### config.mk
export PLATFORM = sky130hd
export DESIGN_NAME = demux_stream_n
export DESIGN_NICKNAME = d
export VERILOG_FILES = /design/src/rtl/demux_pkg.sv /design/src/rtl/demux_slot.sv /design/src/rtl/demux_stream_n.sv
export SDC_FILE = /design/constraint.sdc
export NUM_CORES = 1
export LEC_CHECK = 0
export CORE_UTILIZATION = 35
export CTS_CLUSTER_DIAMETER = 60
export CTS_CLUSTER_SIZE = 24
export DETAILED_ROUTE_END_ITERATION = 6
export DONT_BUFFER_PORTS = 1
export MAX_ROUTING_LAYER = met4
export PLACE_DENSITY = 0.6
export SYNTH_ARGS = -nofsm -noshare
export SYNTH_HDL_FRONTEND = slang
export SYNTH_SLANG_ARGS = --single-unit
### constraint.sdc
create_clock -name clk -period 1 [get_ports clk]
set_input_delay 0.1 -clock clk [delete_from_list [all_inputs] [get_ports clk]]
set_output_delay 0.1 -clock clk [all_outputs]
set_load 0.05 [all_outputs]
### src/rtl/demux_pkg.sv
// Shared definitions for the demux_stream_n stream demultiplexer:
// per-channel slot states, statistics counter width/limit and the
// select-width helper. Optional statistics are enabled by the
// DEMUX_STREAM_STATS_EN macro.
package demux_pkg;

  // Occupancy of one per-channel output buffer
  typedef enum logic {
    SLOT_EMPTY = 1'b0,
    SLOT_FULL  = 1'b1
  } slot_state_t;

  localparam int          STAT_W   = 16;
  localparam logic [15:0] STAT_MAX = 16'hFFFF;

  // Ceiling log2, used to size the channel select
  function automatic int clog2(input int n);
    int r;
    int v;
    r = 0;
    v = n - 1;
    while (v > 0) begin
      r = r + 1;
      v = v >> 1;
    end
    return r;
  endfunction

endpackage

### src/rtl/demux_slot.sv
// One-entry output buffer for a single demux channel. A load writes the
// word and marks the slot full; a drain with no simultaneous load empties
// it. With DEMUX_STREAM_STATS_EN defined the slot also keeps a saturating
// count of loaded words.
module demux_slot
  import demux_pkg::*;
#(
  parameter int WIDTH = 2
) (
  input  logic             clk,
  input  logic             rst_n,
  input  logic             load,
  input  logic [WIDTH-1:0] load_data,
  input  logic             drain,
  output logic             valid,
  output logic [WIDTH-1:0] data
`ifdef DEMUX_STREAM_STATS_EN
  ,
  output logic [STAT_W-1:0] count
`endif
);

  slot_state_t      state_p1;
  logic [WIDTH-1:0] data_p1;

  // Slot FSM: load wins over drain so back-to-back words keep full rate
  always_ff @(posedge clk) begin
    if (!rst_n) begin
      state_p1 <= SLOT_EMPTY;
      data_p1  <= '0;
    end else if (load) begin
      state_p1 <= SLOT_FULL;
      data_p1  <= load_data;
    end else if (drain && (state_p1 == SLOT_FULL)) begin
      state_p1 <= SLOT_EMPTY;
    end
  end

  assign valid = (state_p1 == SLOT_FULL);
  assign data  = data_p1;

`ifdef DEMUX_STREAM_STATS_EN
  logic [STAT_W-1:0] count_p1;

  // Accepted-word counter, sticks at its maximum rather than wrapping
  always_ff @(posedge clk) begin
    if (!rst_n) begin
      count_p1 <= '0;
    end else if (load && (count_p1 != STAT_MAX)) begin
      count_p1 <= count_p1 + 1'b1;
    end
  end

  assign count = count_p1;
`endif

endmodule

### src/rtl/demux_stream_n.sv
// Registered 1-to-N stream demultiplexer. Each input word is routed by
// in_sel into a one-entry buffer on its channel; every channel has its
// own valid/ready so a stalled consumer only blocks its own channel.
// Words with an out-of-range select are accepted, dropped and flagged on
// err_sel. Define DEMUX_STREAM_STATS_EN to add per-channel counters.
module demux_stream_n
  import demux_pkg::*;
#(
  parameter  int WIDTH    = 2,
  parameter  int CHANNELS = 4,
  localparam int SEL_W    = (clog2(CHANNELS) < 1) ? 1 : clog2(CHANNELS)
) (
  input  logic                      clk,
  input  logic                      rst_n,
  input  logic [WIDTH-1:0]          in_data,
  input  logic [SEL_W-1:0]          in_sel,
  input  logic                      in_valid,
  output logic                      in_ready,
  output logic [CHANNELS*WIDTH-1:0] out_data,
  output logic [CHANNELS-1:0]       out_valid,
  input  logic [CHANNELS-1:0]       out_ready,
  output logic                      err_sel
`ifdef DEMUX_STREAM_STATS_EN
  ,
  output logic [CHANNELS*STAT_W-1:0] stat_count
`endif
);

  logic sel_ok;
  logic sel_free;
  logic accept;
  logic err_p1;

  // An out-of-range select is never stalled; the word is simply dropped
  assign sel_ok = (int'(in_sel) < CHANNELS);

  // Ready of the addressed channel only; other channels never gate input
  always_comb begin
    sel_free = 1'b0;
    for (int i = 0; i < CHANNELS; i++) begin
      if (in_sel == SEL_W'(i)) begin
        sel_free = ~out_valid[i] | out_ready[i];
      end
    end
  end

  assign in_ready = ~sel_ok | sel_free;
  assign accept   = in_valid & in_ready;

  // One-cycle error pulse for a dropped word
  always_ff @(posedge clk) begin
    if (!rst_n) begin
      err_p1 <= 1'b0;
    end else begin
      err_p1 <= accept & ~sel_ok;
    end
  end

  assign err_sel = err_p1;

  for (genvar g = 0; g < CHANNELS; g++) begin : g_slot
    logic load;

    assign load = accept & sel_ok & (in_sel == SEL_W'(g));

    demux_slot #(
      .WIDTH(WIDTH)
    ) u_slot (
      .clk      (clk),
      .rst_n    (rst_n),
      .load     (load),
      .load_data(in_data),
      .drain    (out_ready[g]),
      .valid    (out_valid[g]),
      .data     (out_data[g*WIDTH +: WIDTH])
`ifdef DEMUX_STREAM_STATS_EN
      ,
      .count    (stat_count[g*STAT_W +: STAT_W])
`endif
    );
  end

endmodule

==> results of run 1 <==
[logic make-up (layout without fill, tap and decap cells)]
logic type      Yosys count  after routing  synth area share
buf+inv                   6             20            0.0783
flops                    12             12             0.442
mux                       9              9             0.189
other cells               1              1           0.00691
compound gates            4              4            0.0553
simple gates             23             23             0.228
[cell usage after synthesis]
library cell	number
mux2i_1	8
nand3_1	1
conb_1	1
dfxtp_1	12
and4b_1	1
a21boi_1	1
buf_2	1
nand2b_1	4
nor3b_1	1
nor3_2	1
nand2_1	12
o21a_1	2
buf_4	5
nor2b_1	2
nor2b_2	1
mux4_2	1
a21boi_0	1
[flip-flops by register name, indices dropped and copies added, names as in the netlist]
name,count
g_slot.u_slot.valid,4
g_slot.u_slot.data,8
[layout by cell type (no fill, tap or decap)]
| cell | synthesis | routed |
|---|---|---|
| o21a_1 | 2 | 2 |
| and4b_2 | 0 | 1 |
| clkbuf_8 | 0 | 1 |
| clkbuf_4 | 0 | 3 |
| dfxtp_2 | 0 | 4 |
| nand2_2 | 0 | 1 |
| nor3b_1 | 1 | 1 |
| nand2b_1 | 4 | 4 |
| buf_4 | 5 | 14 |
| nor2b_4 | 0 | 2 |
| dlygate4sd3_1 | 0 | 1 |
| nand2_1 | 12 | 11 |
| dlymetal6s4s_1 | 0 | 1 |
| nand3_1 | 1 | 1 |
| dfxtp_1 | 12 | 8 |
| a21boi_1 | 1 | 1 |
| a21boi_0 | 1 | 1 |
| nor3_4 | 0 | 1 |
| mux4_2 | 1 | 1 |
| nor2b_1 | 2 | 1 |
| mux2i_1 | 8 | 8 |
| conb_1 | 1 | 1 |
[power breakdown]
group / internal, mW / switching, mW / total [mW]
registers: 0.496 / 0.00944 / 0.506
logic: 0.0606 / 0.113 / 0.173
clock network: 0.222 / 0.170 / 0.391
[per-stage QoR]
stage,utilization,worst slack [ns]
detailed placement,0.459,-0.111
global placement,0.459,-0.0939
global route,0.520,-0.469
finish,0.520,-0.422
floorplan,-,-0.0924
CTS,0.505,-0.425
[cell type report]
| cell class | instances | area, sq um |
|---|---|---|
| clock buffers | 4 | 36.3 |
| flip-flops and latches | 12 | 245 |
| multi-input cells | 37 | 283 |
| well taps | 15 | 18.8 |
| fillers | 132 | 656 |
| repair buffers | 16 | 128 |
[worst reg2reg max path, delay by kind of cell (launching register included)]
family	cells	cell delay [ns]
flip-flops	1	0.33
multiplexers	1	0.21
AND/OR/NAND/NOR	2	0.37
[final timing paths]
| check | from | endpoint | slack, ns | cells after the start |
|---|---|---|---|---|
| max | g_slot[3].u_slot.valid | in_ready | -0.42 | 2 |
| min | out_ready[1] | g_slot[1].u_slot.valid | 0.04 | 2 |
| max reg2reg | g_slot[2].u_slot.valid | g_slot[2].u_slot.data[0] | 0.01 | 3 |
| min reg2reg | g_slot[0].u_slot.data[1] | g_slot[0].u_slot.data[1] | 0.46 | 2 |
[per-layer routing]
| metal | GRT usage | up-vias | wire length, um |
|---|---|---|---|
| li1 | - | 208 | - |
| met1 | 0.171 | 201 | 480 |
| met2 | 0.254 | 20 | 544 |
| met3 | 0.0638 | 2 | 83 |
| met4 | 0.0968 | 0 | 12 |
| met5 | - | - | 0 |
[what timing repair did]
item,CTS,global route
gates resized for setup,3,7
hold buffers,1,1
endpoints found under the hold margin,12,1
setup endpoints to repair,3,11
setup buffers,1,0
pin swaps,0,2
==> reports/results.ini, run 1 <==
[status]
status=finished with violations
violations=setup timing

[global_routing]
track_usage=0.162
grt_max_degree=13
antenna_found_initial=0
gr-total-overflow=0
grt_pass1_vias=394
grt_pass1_wl_um=1610

[synth]
ys_warn_count=0
syn-cell-area_sq_um=543
yosysSeqAreaShare=0.442
synth_top_cell_area_share=0.442
synth_nets=66
yosys.cell_types.count=17
synth-seq-cells=12
yosysTopAreaCell=dfxtp_1
ys_top_cells_by_area=dfxtp_1 (44%), mux2i_1 (15%), nand2_1 (8.3%)
synthCells=55
avgSynthCellArea_sq_um=9.87

[route]
ant_nets=0
wl_per_cell_um=13.3
viasPerCell=5.13
dr_total_vias=431
dr.pass1.iters=2
drtIter0Drc=3
wl_um=1120
drc=0

[clock_network]
h-tree-depth=1
clock-sinks=12
cts_inserted_buffers=3
clockBufferDepth=2
insertion_delay_ns=0.28
root_buffer=clkbuf_4
cts_tree=yes
path_clk_slew_ns=0.08

[setup_path]
crit_type=reg2out
worstSetupStartpointType=flip-flop
cpPeakStageDelay_ns=0.64
endpoint_kind=output port
slowest_stage=mux4_2
path_cells=nand2b_1 -> mux4_2
crit_family=multiplexers
crit_buf_inv=0
worstPathMaxFanout=2
arrival_ns=1.32
required_ns=0.90

[timing]
holdWs_ns=0.0433
post-route-min-period_ns=1.42
drv_slew=0
clock.fmax_mhz=703
skew_ns=0.00749
period_share=1.42
hold_viol=0
layout_setup_ws_ns=-0.422
rsz0062_at_grt=yes
setup_viol=1
tns_ns=-0.422

[placed_design]
dp_cells=78
dpl_cell_area_sq_um=627
portBuffers=0
gp_congestion=0.590
post-dp-hpwl_um=768

[pwr]
fin_total_pwr_mw=1.07
irDropWorstVdd_v=0.000620
cellPowerDensity_nw_per_um2=1510
p_leak_nw=0.309

[floorplan]
fp.dieArea_sq_um=1710
rows=13
initial_core_util=0.397
ios=25
core-area_sq_um=1370
die_y_um=41.4
die_w_um=41.4

[cells_and_area]
syn_to_final_growth_pct=30.9
fin_cells=84
postLayoutCellArea_sq_um=711
layout-drive-gt1-share=0.406
nets=81
diodes=0

[run]
drv_cap=0

[hold_path]
hold_path_class=in2reg

(Power assumes the default switching activity.)
==> inputs of run 2 (changes only) <==
Settings changed: PLACE_DENSITY 0.6 to 0.58, SLEW_MARGIN from default to 20.
Clock period 1 ns to 1.8 ns, I/O delays scaled along.
==> run 2 against run 1 <==
- the run now ends clean
- global-route usage is 1.8 points lower
- final cell count is 14% lower
- combinational power is 70% lower
- die area stayed put
- count of clock-buffer cells in the layout stayed put
- first-iteration DRC count is 33% lower
- critical path depth stayed put
- via count is 18% lower
- clock power is 45% lower
- utilization is 9.2 points lower
- hold slack worse by 0.022 ns
- worst setup slack better by 0.69 ns
- critical endpoint unchanged
- highest routed layer unchanged
==> reports/results.ini, run 2 (same netlist as run 1, synthesis figures left out) <==
[status]
status=complete, no violations

[cells_and_area]
final_cell_mix=nand2_1 (12), dfxtp_1 (12), mux2i_1 (8), nand2b_1 (4), buf_4 (4)
layout-drive-gt1-share=0.193
largest_reg_flops=8
nets=69
syn_to_final_growth_pct=7.83
diodes=0
fin_util=0.429

[clock_network]
ctsResizeCount=0
insertion_delay_ns=0.27
clock-sinks=12
clockBufferDepth=2
cts_inserted_buffers=3
hold_buffers=0
path_clk_slew_ns=0.08
postCtsSetupBuffers=0
h-tree-depth=1
cts_tree=yes
root_buffer=clkbuf_4

[timing]
layout_setup_ws_ns=0.269
period_share=0.850
drv_slew=0
tns_ns=0
max_slew_margin=0.654
skew_ns=0.00376
rsz0062_at_grt=no
hold_viol=0
tightest_slew_ns=0.518
post-route-min-period_ns=1.53
setup_viol=0
clock.fmax_mhz=653

[pwr]
seqPwrFrac=0.530
irDropWorstVdd_v=0.000492
p_leak_nw=0.232
p_clk_frac=0.379
power_frac_comb=0.091
power.internal_mw=0.417
p_sw_mw=0.153
swShare=0.268
cellPowerDensity_nw_per_um2=974

[run]
drv_cap=0

[global_routing]
grt_pass1_vias=323
grt_max_degree=15
antenna_found_initial=0
track_usage=0.144
grt_pass1_wl_um=1410
gr-total-overflow=0

[floorplan]
rows=13
die_w_um=41.4
core-area_sq_um=1370
ios=25
die_y_um=41.4
initial_core_util=0.397
fp.dieArea_sq_um=1710

[placed_design]
gp_congestion=0.631
post-place-ws_ns=0.566
post-dp-hpwl_um=700
portBuffers=0

[setup_path]
slowest_stage=mux4_2
endpoint_kind=output port
worstPathMaxFanout=3
crit_buf_inv=0
path_cells=nand2b_1 -> mux4_2
crit_type=reg2out
reg2reg_depth=4
arrival_ns=1.35
path_depth=2
required_ns=1.62
crit_family=multiplexers
worstSetupStartpointType=flip-flop
cpPeakStageDelay_ns=0.63

[hold_path]
hold_depth=1
hold_path_class=in2reg

[route]
drc=0
dr.pass1.iters=2
ant_nets=0
viasPerCell=4.93
wl_um=969
drtIter0Drc=2
dr_total_vias=355
wl_per_cell_um=13.5

run 2: routing by layer:
metal  vias up  part of all wire  GRT usage
li1        181                 -          -
met3         2             0.092     0.0426
met4         0             0.010      0.145
met5         -                 0          -
met1       155              0.45      0.171
met2        17              0.45      0.184
run 2: layout make-up:
class                           count  area (sq um)
Clock buffer                        4          36.3
Fill cell                         144           781
Multi-Input combinational cell     37           260
Sequential cell                    12           240
Tap cell                           15          18.8
Timing Repair Buffer                4          30.0
run 2: metrics by stage:
step	area, sq um	instances	total power, mW	hold WS [ns]
global route	586	72	0.598	0.00261
CTS	586	72	0.577	0.0136
global placement	549	68	0.361	0.300
floorplan	543	55	0.360	0.331
finish	586	72	0.571	0.0217
detailed placement	549	68	0.361	0.304
run 2: path summary, 6_finish.rpt:
kind,start,endpoint,slack (ns)
worst max register to register,g_slot[2].u_slot.valid,g_slot[2].u_slot.data[0],0.58
worst min register to register,g_slot[3].u_slot.valid,g_slot[3].u_slot.valid,0.53
worst min-delay path,rst_n,g_slot[1].u_slot.valid,0.02
worst max-delay path,g_slot[0].u_slot.valid,in_ready,0.27
run 2: power by group through the flow:
stage / clock, mW / sequential (mW) / combinational [mW]
after floorplan: 0 / 0.307 / 0.0528
after global placement: 0 / 0.308 / 0.0522
after detailed placement: 0 / 0.309 / 0.0525
after CTS: 0.222 / 0.302 / 0.0528
after global routing: 0.238 / 0.304 / 0.0565
final: 0.216 / 0.302 / 0.0521
==> inputs of run 3 (changes only) <==
Settings changed: SLEW_MARGIN 20 to default.
==> results of run 3 <==
Same layout as run 2: the final DEF is identical, and so are final timing and power.
